**src/rtl/brlite_tx_arbiter.sv**
```systemverilog
// Round-robin arbiter feeding one BrLite packet at a time to the local router: 1-cycle req->br_req latency,
// holds the grant until br_ack_i, then enforces GAP_CYCLES idle cycles; br_local_busy_i stalls new grants only.
package brlite_pkg;
   typedef struct packed {
      logic [1:0] service;
      logic [5:0] seq;
      logic [7:0] src;
      logic [7:0] tgt;
      logic [7:0] payload;
   } brlite_out_t;
endpackage

module brlite_tx_arbiter
   import brlite_pkg::*;
#(
   parameter int N_REQ      = 3,
   parameter int GAP_CYCLES = 2
) (
   input  logic                clk_i,
   input  logic                rst_ni,
   brlite_tx_arbiter_if.master bus
);
   localparam int GIDX_W = (N_REQ > 1) ? $clog2(N_REQ) : 1;
   localparam int CNT_W  = (GAP_CYCLES > 0) ? $clog2(GAP_CYCLES + 1) : 1;
   localparam logic [GIDX_W-1:0] LAST_RST = GIDX_W'(N_REQ - 1);
   localparam logic [CNT_W-1:0]  GAP_LOAD = CNT_W'(GAP_CYCLES);

   typedef enum logic [1:0] {
      S_IDLE = 2'd0,
      S_REQ  = 2'd1,
      S_GAP  = 2'd2
   } state_t;

   state_t            r_state;
   logic              r_br_req;
   logic [N_REQ-1:0]  r_ack;
   brlite_out_t       r_data;
   logic [GIDX_W-1:0] r_gidx;
   logic [GIDX_W-1:0] r_last;
   logic              r_busy;
   logic [CNT_W-1:0]  r_cnt;

   logic              w_found;
   logic [GIDX_W-1:0] w_idx;
   logic [GIDX_W-1:0] w_winner;
   brlite_out_t       w_win_data;

   // Search starts just past the last acknowledged requester, so it ends up lowest priority.
   always_comb begin
      w_found  = 1'b0;
      w_idx    = '0;
      w_winner = '0;
      for (int k = 1; k <= N_REQ; k++) begin
         w_idx = GIDX_W'((int'(r_last) + k) % N_REQ);
         if (!w_found && bus.req_i[w_idx]) begin
            w_found  = 1'b1;
            w_winner = w_idx;
         end
      end
      w_win_data = bus.data_i[w_winner];
   end

   always_ff @(posedge clk_i or negedge rst_ni) begin
      if (!rst_ni) begin
         r_state  <= S_IDLE;
         r_br_req <= 1'b0;
         r_ack    <= '0;
         r_data   <= '0;
         r_gidx   <= '0;
         r_last   <= LAST_RST;
         r_busy   <= 1'b0;
         r_cnt    <= '0;
      end else begin
         r_ack <= '0;
         case (r_state)
            S_IDLE: begin
               if (w_found && !bus.br_local_busy_i) begin
                  r_state  <= S_REQ;
                  r_br_req <= 1'b1;
                  r_data   <= w_win_data;
                  r_gidx   <= w_winner;
                  r_busy   <= 1'b1;
               end
            end
            S_REQ: begin
               // The packet stays presented until the router takes it; nothing else can abort it.
               if (bus.br_ack_i) begin
                  r_br_req <= 1'b0;
                  r_ack    <= N_REQ'(1) << r_gidx;
                  r_last   <= r_gidx;
                  if (GAP_CYCLES == 0) begin
                     r_state <= S_IDLE;
                     r_busy  <= 1'b0;
                  end else begin
                     r_state <= S_GAP;
                     r_cnt   <= GAP_LOAD;
                  end
               end
            end
            S_GAP: begin
               r_cnt <= (r_cnt != '0) ? r_cnt - 1'b1 : '0;
               if (r_cnt <= CNT_W'(1)) begin
                  r_state <= S_IDLE;
                  r_busy  <= 1'b0;
               end
            end
            default: begin
               r_state  <= S_IDLE;
               r_br_req <= 1'b0;
               r_busy   <= 1'b0;
               r_cnt    <= '0;
            end
         endcase
      end
   end

   assign bus.br_req_o    = r_br_req;
   assign bus.ack_o       = r_ack;
   assign bus.br_data_o   = r_data;
   assign bus.grant_idx_o = r_gidx;
   assign bus.busy_o      = r_busy;

endmodule

```
**src/rtl/brlite_tx_arbiter_if.sv**
```systemverilog
// Bundle between N_REQ BrLite transmit requesters, the arbiter and the local BrLite router port.
// master = arbiter side, slave = requesters/router side; data is carried flat and typed inside the arbiter.
interface brlite_tx_arbiter_if #(
   parameter int N_REQ  = 3,
   parameter int DATA_W = 32
) ();
   localparam int GIDX_W = (N_REQ > 1) ? $clog2(N_REQ) : 1;

   logic [N_REQ-1:0]             req_i;
   logic [N_REQ-1:0][DATA_W-1:0] data_i;
   logic [N_REQ-1:0]             ack_o;
   logic                         br_local_busy_i;
   logic                         br_req_o;
   logic                         br_ack_i;
   logic [DATA_W-1:0]            br_data_o;
   logic [GIDX_W-1:0]            grant_idx_o;
   logic                         busy_o;

   modport master (
      input  req_i,
      input  data_i,
      input  br_local_busy_i,
      input  br_ack_i,
      output ack_o,
      output br_req_o,
      output br_data_o,
      output grant_idx_o,
      output busy_o
   );

   modport slave (
      output req_i,
      output data_i,
      output br_local_busy_i,
      output br_ack_i,
      input  ack_o,
      input  br_req_o,
      input  br_data_o,
      input  grant_idx_o,
      input  busy_o
   );
endinterface

```
**src/flat_wrapper.sv**
```systemverilog
// flat-port wrapper written by rule: the top's interface ports become plain ports
module brlite_tx_arbiter_flat import brlite_pkg::*;
#(
   parameter int N_REQ      = 3,
   parameter int GAP_CYCLES = 2
)
  (clk_i, rst_ni, bus_req_i, bus_data_i, bus_br_local_busy_i, bus_br_ack_i, bus_ack_o, bus_br_req_o, bus_br_data_o, bus_grant_idx_o, bus_busy_o);
  brlite_tx_arbiter_if #(.N_REQ(N_REQ)) bus_i ();
  input  logic clk_i;
  input  logic rst_ni;
  input wire logic [$bits(bus_i.req_i)-1:0] bus_req_i;
  input wire logic [$bits(bus_i.data_i)-1:0] bus_data_i;
  input wire logic [$bits(bus_i.br_local_busy_i)-1:0] bus_br_local_busy_i;
  input wire logic [$bits(bus_i.br_ack_i)-1:0] bus_br_ack_i;
  output wire logic [$bits(bus_i.ack_o)-1:0] bus_ack_o;
  output wire logic [$bits(bus_i.br_req_o)-1:0] bus_br_req_o;
  output wire logic [$bits(bus_i.br_data_o)-1:0] bus_br_data_o;
  output wire logic [$bits(bus_i.grant_idx_o)-1:0] bus_grant_idx_o;
  output wire logic [$bits(bus_i.busy_o)-1:0] bus_busy_o;
  assign bus_i.req_i = bus_req_i;
  assign bus_i.data_i = bus_data_i;
  assign bus_i.br_local_busy_i = bus_br_local_busy_i;
  assign bus_i.br_ack_i = bus_br_ack_i;
  assign bus_ack_o = bus_i.ack_o;
  assign bus_br_req_o = bus_i.br_req_o;
  assign bus_br_data_o = bus_i.br_data_o;
  assign bus_grant_idx_o = bus_i.grant_idx_o;
  assign bus_busy_o = bus_i.busy_o;
  brlite_tx_arbiter #(.N_REQ(N_REQ), .GAP_CYCLES(GAP_CYCLES)) u_core (.clk_i(clk_i), .rst_ni(rst_ni), .bus(bus_i));
endmodule
```
**config.mk**
```make
export PLATFORM = sky130hd
export DESIGN_NAME = brlite_tx_arbiter_flat
export DESIGN_NICKNAME = d
export VERILOG_FILES = /design/src/rtl/brlite_tx_arbiter.sv /design/src/rtl/brlite_tx_arbiter_if.sv /design/src/flat_wrapper.sv
export SDC_FILE = /design/constraint.sdc
export NUM_CORES = 1
export LEC_CHECK = 0
export ABC_AREA = 1
export CORE_MARGIN = 5
export CORE_UTILIZATION = 46
export CTS_CLUSTER_SIZE = 40
export DETAILED_ROUTE_END_ITERATION = 10
export PLACE_DENSITY = 0.94
export RECOVER_POWER = 25
export SYNTH_ARGS = -nofsm -noshare
export SYNTH_HDL_FRONTEND = slang
export SYNTH_SLANG_ARGS = --single-unit
export TNS_END_PERCENT = 10
```
**constraint.sdc**
```tcl
create_clock -name clk_i -period 5.3 [get_ports clk_i]
set_input_delay 1.06 -clock clk_i [delete_from_list [all_inputs] [get_ports clk_i]]
set_output_delay 1.06 -clock clk_i [all_outputs]
set_load 0.005 [all_outputs]
```
## After elaboration in Yosys (flattened, before gate mapping)

Cells that the tools add are included.

| storage, ports and cells | value |
|---|---|
| flip-flop bits (word level) | 45 |
| word-level logic and storage cells | 74 |
| output and inout bits | 39 |

| operators by class | value |
|---|---|
| reduce and logical (&&, ||, !) cells | 14 |
| order comparisons | 5 |
| shift operators | 1 |
| $add $sub $neg | 4 |
| multiplexer cells | 27 |
| eq/ne operators | 5 |
| divide/modulo/power cells | 3 |
| bitwise operators | 3 |

Operator list:

| operator | number |
|---|---|
| $mod 32x3->32 const B | 3 |
| $bmux 32 s2 | 1 |
| $mux 32 | 1 |
| $mux 2 | 7 |
| $lt 2x3->1 const B | 4 |
| $pmux 2 s3 | 2 |
| $mux 1 | 9 |
| $reduce_and 3->1 | 3 |
| $add 2x2->3 const B | 2 |
| $bmux 1 s2 | 3 |
| $mux 3 | 2 |
| $pmux 1 s3 | 2 |
| $reduce_and 2->1 | 3 |
| $ne 2x1->1 const B | 2 |
| $add 2x1->3 const B | 1 |
| $logic_and 1x1->1 | 3 |
| $logic_not 1->1 | 3 |
| $not 1->1 | 3 |
| $shl 1x2->3 const A | 1 |
| $eq 2x1->1 const B | 1 |
| $eq 2x2->1 const B | 1 |
| $le 2x1->1 const B | 1 |
| $logic_not 2->1 | 1 |
| $ne 2x2->1 const B | 1 |
| other kinds (2) | 2 |

## Depth between registers and ports, before layout

| depth | value |
|---|---|
| depth in word-level cells | 14 |
| gate-level depth with buffers | 15 |
| depth with buffers taken out | 14 |

## Worst setup path before layout

Ideal clock, no wire load.

| timing | value |
|---|---|
| path type | input to register |
| from | in bus_req_i[2] |
| to | reg u_core.r_data (netlist bit u_core.bus.br_data_o[0]) |
| buffers on the path | 1 |
| setup time | 0.119 ns |
| required time | 5.181 ns |
| setup slack | 3.168 ns |
| cell stages on the path | 8 |
| arrival | 2.014 ns |
| cell sequence | inv_1 -> o21ai_1 -> nand2_2 -> nand4_2 -> clkbuf_1 -> nand3b_1 -> nand3_1 -> nand2_1 |

| between the ends | value |
|---|---|
| cells in the longest elaborated chain, start to end | 11 |

Ends and longest elaborated chain:

| element | line | text |
|---|---|---|
| start, declared | flat_wrapper.sv:11 | `input wire logic [$bits(bus_i.req_i)-1:0] bus_req_i;` |
| $bmux 1 s2 | brlite_tx_arbiter.sv:55 | `if (!w_found && bus.req_i[w_idx]) begin` |
| $mux 1 (implied by the code) | brlite_tx_arbiter.sv:55 |  |
| $mux 1 | brlite_tx_arbiter.sv:55 |  |
| $logic_not 1->1 | brlite_tx_arbiter.sv:55 |  |
| $logic_and 1x1->1 | brlite_tx_arbiter.sv:55 |  |
| $mux 1 | brlite_tx_arbiter.sv:55 |  |
| $logic_not 1->1 | brlite_tx_arbiter.sv:55 |  |
| $logic_and 1x1->1 | brlite_tx_arbiter.sv:55 |  |
| $mux 2 / $mux 1 (equally long branches) | brlite_tx_arbiter.sv:55 |  |
| $bmux 32 s2 / $logic_and 1x1->1 (equally long branches) | brlite_tx_arbiter.sv:60, brlite_tx_arbiter.sv:77 |  |
| $mux 32 (implied by the code) / $reduce_and 2->1 (equally long branches) | -- |  |
| end signal, assigned | brlite_tx_arbiter.sv:80 | `r_data <= w_win_data;` |
| end, declared | brlite_tx_arbiter.sv:37 | `brlite_out_t r_data;` |

Parallel ways exist; a longest one is shown, timed or not. The select of a mux whose other input is x is not followed.
A chain may end at the register's enable or synchronous reset.

## Final worst setup path

| timing | value |
|---|---|
| from | in bus_req_i[1] |
| to | reg u_core.r_data (netlist bit u_core.bus.br_data_o[3]) |

The elaborated chain is that of the path after synthesis.

==> impl_summary.md <==
Setup path
The worst reg2reg path depth is 12. The endpoint kind of the worst setup timing path is a flop. The start-to-end type of the worst setup path is in -> reg. The beginning of the worst register-to-register path is u_core.r_last[1]. The setup slack of the most critical reg-to-reg path is 2180 ps. The launching element of the worst setup path is bus_req_i[1]. The arrival time at the worst endpoint is 3670 ps. The required time of the critical path is 5500 ps. The highest net fanout along the worst path is 33. STA classifies the critical path startpoint as a primary input. The endpoint identified for the worst register-to-register timing path is u_core.bus.br_data_o[3].

Placed design
The wire-length estimate of the detail-placed layout is 7168 um. At the end of routability-driven placement, the weighted congestion stood at 0.8488. The total of buffers placed on input and output ports is 141. Once placement finished, the instance area stood at 4612 um^2.

Floorplan
The initial core utilization is 0.4740. Measured along the y axis, the die boundary spans 93.68 um. In this run the core area contains 30 standard-cell rows. The standard cell core area is 6794 um^2. 142 I/O pins were placed.

The width of the die is 93.68 um. The die covers 8775 um^2.

Routing
The post-detailed-route via-to-cell ratio is 4.784. The mean routed wirelength per cell is 13.40 um. The remaining antenna violation count is 0.

The final layout contains routed wiring with a total length of 9592 um. The DRC violation count after routing is 0. The first detailed-routing pass ran for 4 iterations. The via total after detailed routing is 3425.

The first routing iteration left 117 violations.

Logic synthesis
The number of distinct library cells after synthesis is 32. The flip-flop and latch count after synthesis is 45. A synthesized cell averages 6.546 um^2. The share of the yosys chip area belonging to registers is 0.3500. The cell area after synthesis is 3221 um^2. The number of instances in the synthesized netlist is 492.

The number of warnings printed during yosys synthesis is 0. The net count after synthesis is 602.

Clocking
The clock drives 45 sinks. The CTS tree is built. The quantity of gates resized following cts is 0.

In this run, post-CTS hold repair placed 0 buffers. The clock-pin slew reported for the worst setup and hold paths after clock tree synthesis is 90 ps. The level count of the clock H-tree is 2. The clock reaches the later pin of the worst-skew pair after 300 ps. The longest clock path from root to sink contains 2 buffers. The tree is rooted in a sky130_fd_sc_hd__clkbuf_8. Counting the buffers created by CTS gives 5. Post-CTS timing repair inserted 0 buffers for setup.

Final layout
The combined area of the multi-input logic cells is 1635 um^2. The growth of design area from synthesis to finish is 46.31%. 0 antenna diodes ended up in the layout. The count of fill cells added during filler insertion is 592. The finished cells cover 4712 um^2. In the final design database the tool counted 729 nets. Of the cells placed in the final design, the portion with a size suffix greater than 1 is 0.04516.

The sequential standard cell area is 1127 um^2.

STA
The sum of negative setup slack is 0 ps. For this run, the top clock speed supported by timing is 287.7 MHz. Setup violations remaining at the end of the flow were counted as 0. The remaining max-slew budget at the tightest pin is -0.6642. The worst clock skew on the final layout is 13.12 ps. The ratio of final minimum period to clock period is 0.6558. The total count of hold-check failures in the final report is 0. For the pin with the worst max-slew slack, the measured transition is 2496 ps. The final max-slew violation count is 46. Counting I/O delays and the setup requirement, the final critical path takes 3476 ps.

Setup repair after global routing left no endpoint under its margin.

Outcome
The checks that failed: max-capacitance violations, max-slew violations. The flow ran to the end, but the final reports show violations.

Worst hold path
The worst min-delay path class is reg -> reg. Along the worst hold path, the cell count comes to 1. The worst hold endpoint is u_core.bus.ack_o[0].

The start point of the worst min-delay path is u_core.bus.grant_idx_o[1].

Pwr
Dividing total power by cell area gives a power density of 544.5 nW/um^2. VDD sags by at most 260.5 uV. The static power due to leakage is 0.002414 uW.

Global route
The total overflow reported by the global router is 0. The wire length of the first global-routing pass is 15490 um. The number of antenna violations at the first check in global routing was 0. Entering global routing, the biggest net connects 46 pins.

The via count of the first global-routing pass was 3514. The overall global routing resource usage is 0.2192.

Flow run
The max-capacitance violation count is 1.
## cells in the final DEF (no fill, tap or decap), types with 3 or more instances in the layout
master,n
sky130_fd_sc_hd__nand2_1,156
sky130_fd_sc_hd__clkdlybuf4s50_1,139
sky130_fd_sc_hd__inv_1,80
sky130_fd_sc_hd__nor2_1,72
sky130_fd_sc_hd__dfrtp_1,44
sky130_fd_sc_hd__nand3_1,43
sky130_fd_sc_hd__nand3b_1,32
sky130_fd_sc_hd__ha_1,7
sky130_fd_sc_hd__clkbuf_8,7
sky130_fd_sc_hd__o21ai_0,6
sky130_fd_sc_hd__inv_2,4
sky130_fd_sc_hd__nand3_2,4
sky130_fd_sc_hd__nand2_2,3
## Yosys cell counts, drive strengths merged
| cell type | instances | area [um^2] |
|---|---|---|
| dfstp | 1 | 26.28 |
| nand4 | 3 | 25.02 |
| nand3b | 32 | 240.2 |
| a31oi | 1 | 6.260 |
| inv | 84 | 315.3 |
| nor3b | 1 | 7.510 |
| nand2 | 161 | 626.8 |
| a21oi | 2 | 10.01 |
| buf | 21 | 138.9 |
| nand3 | 48 | 272.8 |
| nor3 | 1 | 5.000 |
| dfrtp | 44 | 1101 |
| clkbuf | 1 | 3.750 |
| o21ai | 8 | 43.79 |
| a22oi | 1 | 7.510 |
| o211ai | 1 | 7.510 |
| o21a | 1 | 7.510 |
| ha | 7 | 87.58 |
| nor2 | 74 | 287.8 |
## worst max-delay path, stage by stage
cell and delay, ps:
sky130_fd_sc_hd__clkdlybuf4s50_1 490, sky130_fd_sc_hd__inv_1 110, sky130_fd_sc_hd__nand2_1 50, sky130_fd_sc_hd__nand3_1 80, sky130_fd_sc_hd__nand2_1 130, sky130_fd_sc_hd__nand3_2 110
sky130_fd_sc_hd__nand3_2 540, sky130_fd_sc_hd__nand2_2 740, sky130_fd_sc_hd__nand2_1 140, sky130_fd_sc_hd__nand3_1 110, sky130_fd_sc_hd__nand2_1 60
## per-layer routing
metal  part of all wire  track usage
met5                  0            0
met4              0.011      0.07341
met3              0.067      0.04247
met2               0.54       0.4068
met1               0.39       0.2500
## power breakdown
group | switching (uW) | total (uW) | internal [uW] | leakage [uW]
registers | 93.7 | 601 | 507 | 0.000562
clock network | 119 | 237 | 118 | 0.0000542
logic | 1040 | 1730 | 690 | 0.00180
total | 1250 | 2570 | 1320 | 0.00241
## cells by family after synthesis
| family | Yosys count | share of synthesized area |
|---|---|---|
| and+or+nand+nor | 320 | 0.4549 |
| DFF | 45 | 0.3500 |
| adders and majority gates | 7 | 0.02719 |
| buffers and inverters | 106 | 0.1422 |
| AOI/OAI and AO/OA | 14 | 0.02564 |
## registers in the layout, summed over array words and instances, names as in the netlist
name                    count
u_core.r_state              2
u_core.r_last               2
u_core.bus.br_req_o         1
u_core.r_cnt                2
u_core.bus.busy_o           1
u_core.bus.ack_o            3
u_core.bus.br_data_o       32
u_core.bus.grant_idx_o      2
## worst max-delay path by stage
stage	slack, ps	end
2_1_floorplan	3170	u_core.bus.br_data_o[0]
3_3_place_gp	1700	u_core.bus.br_data_o[13]
3_5_place_dp	1550	u_core.bus.br_data_o[3]
4_1_cts	1870	u_core.bus.br_data_o[11]
5_1_grt	1490	u_core.bus.br_data_o[21]
6_report	1820	u_core.bus.br_data_o[3]
## area by class of cell
type                       instances  area share
clock inverter                     1    0.001062
sequential                        45      0.2392
tap                               96     0.02549
timing repair buffer             142      0.2998
clock buffer                       7     0.02045
multi-input combinational        341      0.3471
inverter                          84     0.06691
## through the flow
step | power (uW) | util | setup slack [ps] | hold slack [ps] | instances
6_report | 2566 | 0.6936 | 1824 | 499.3 | 716
5_1_grt | 2825 | 0.6936 | 1486 | 535.4 | 716
4_1_cts | 2579 | 0.6937 | 1869 | 502.3 | 716
3_5_place_dp | 2339 | 0.6788 | 1549 | 481.8 | 708
3_3_place_gp | 2256 | 0.6788 | 1700 | 466.1 | 708
2_1_floorplan | 1795 | - | 3168 | 457.7 | 492
Note: power is estimated with default switching activity, not from simulation.
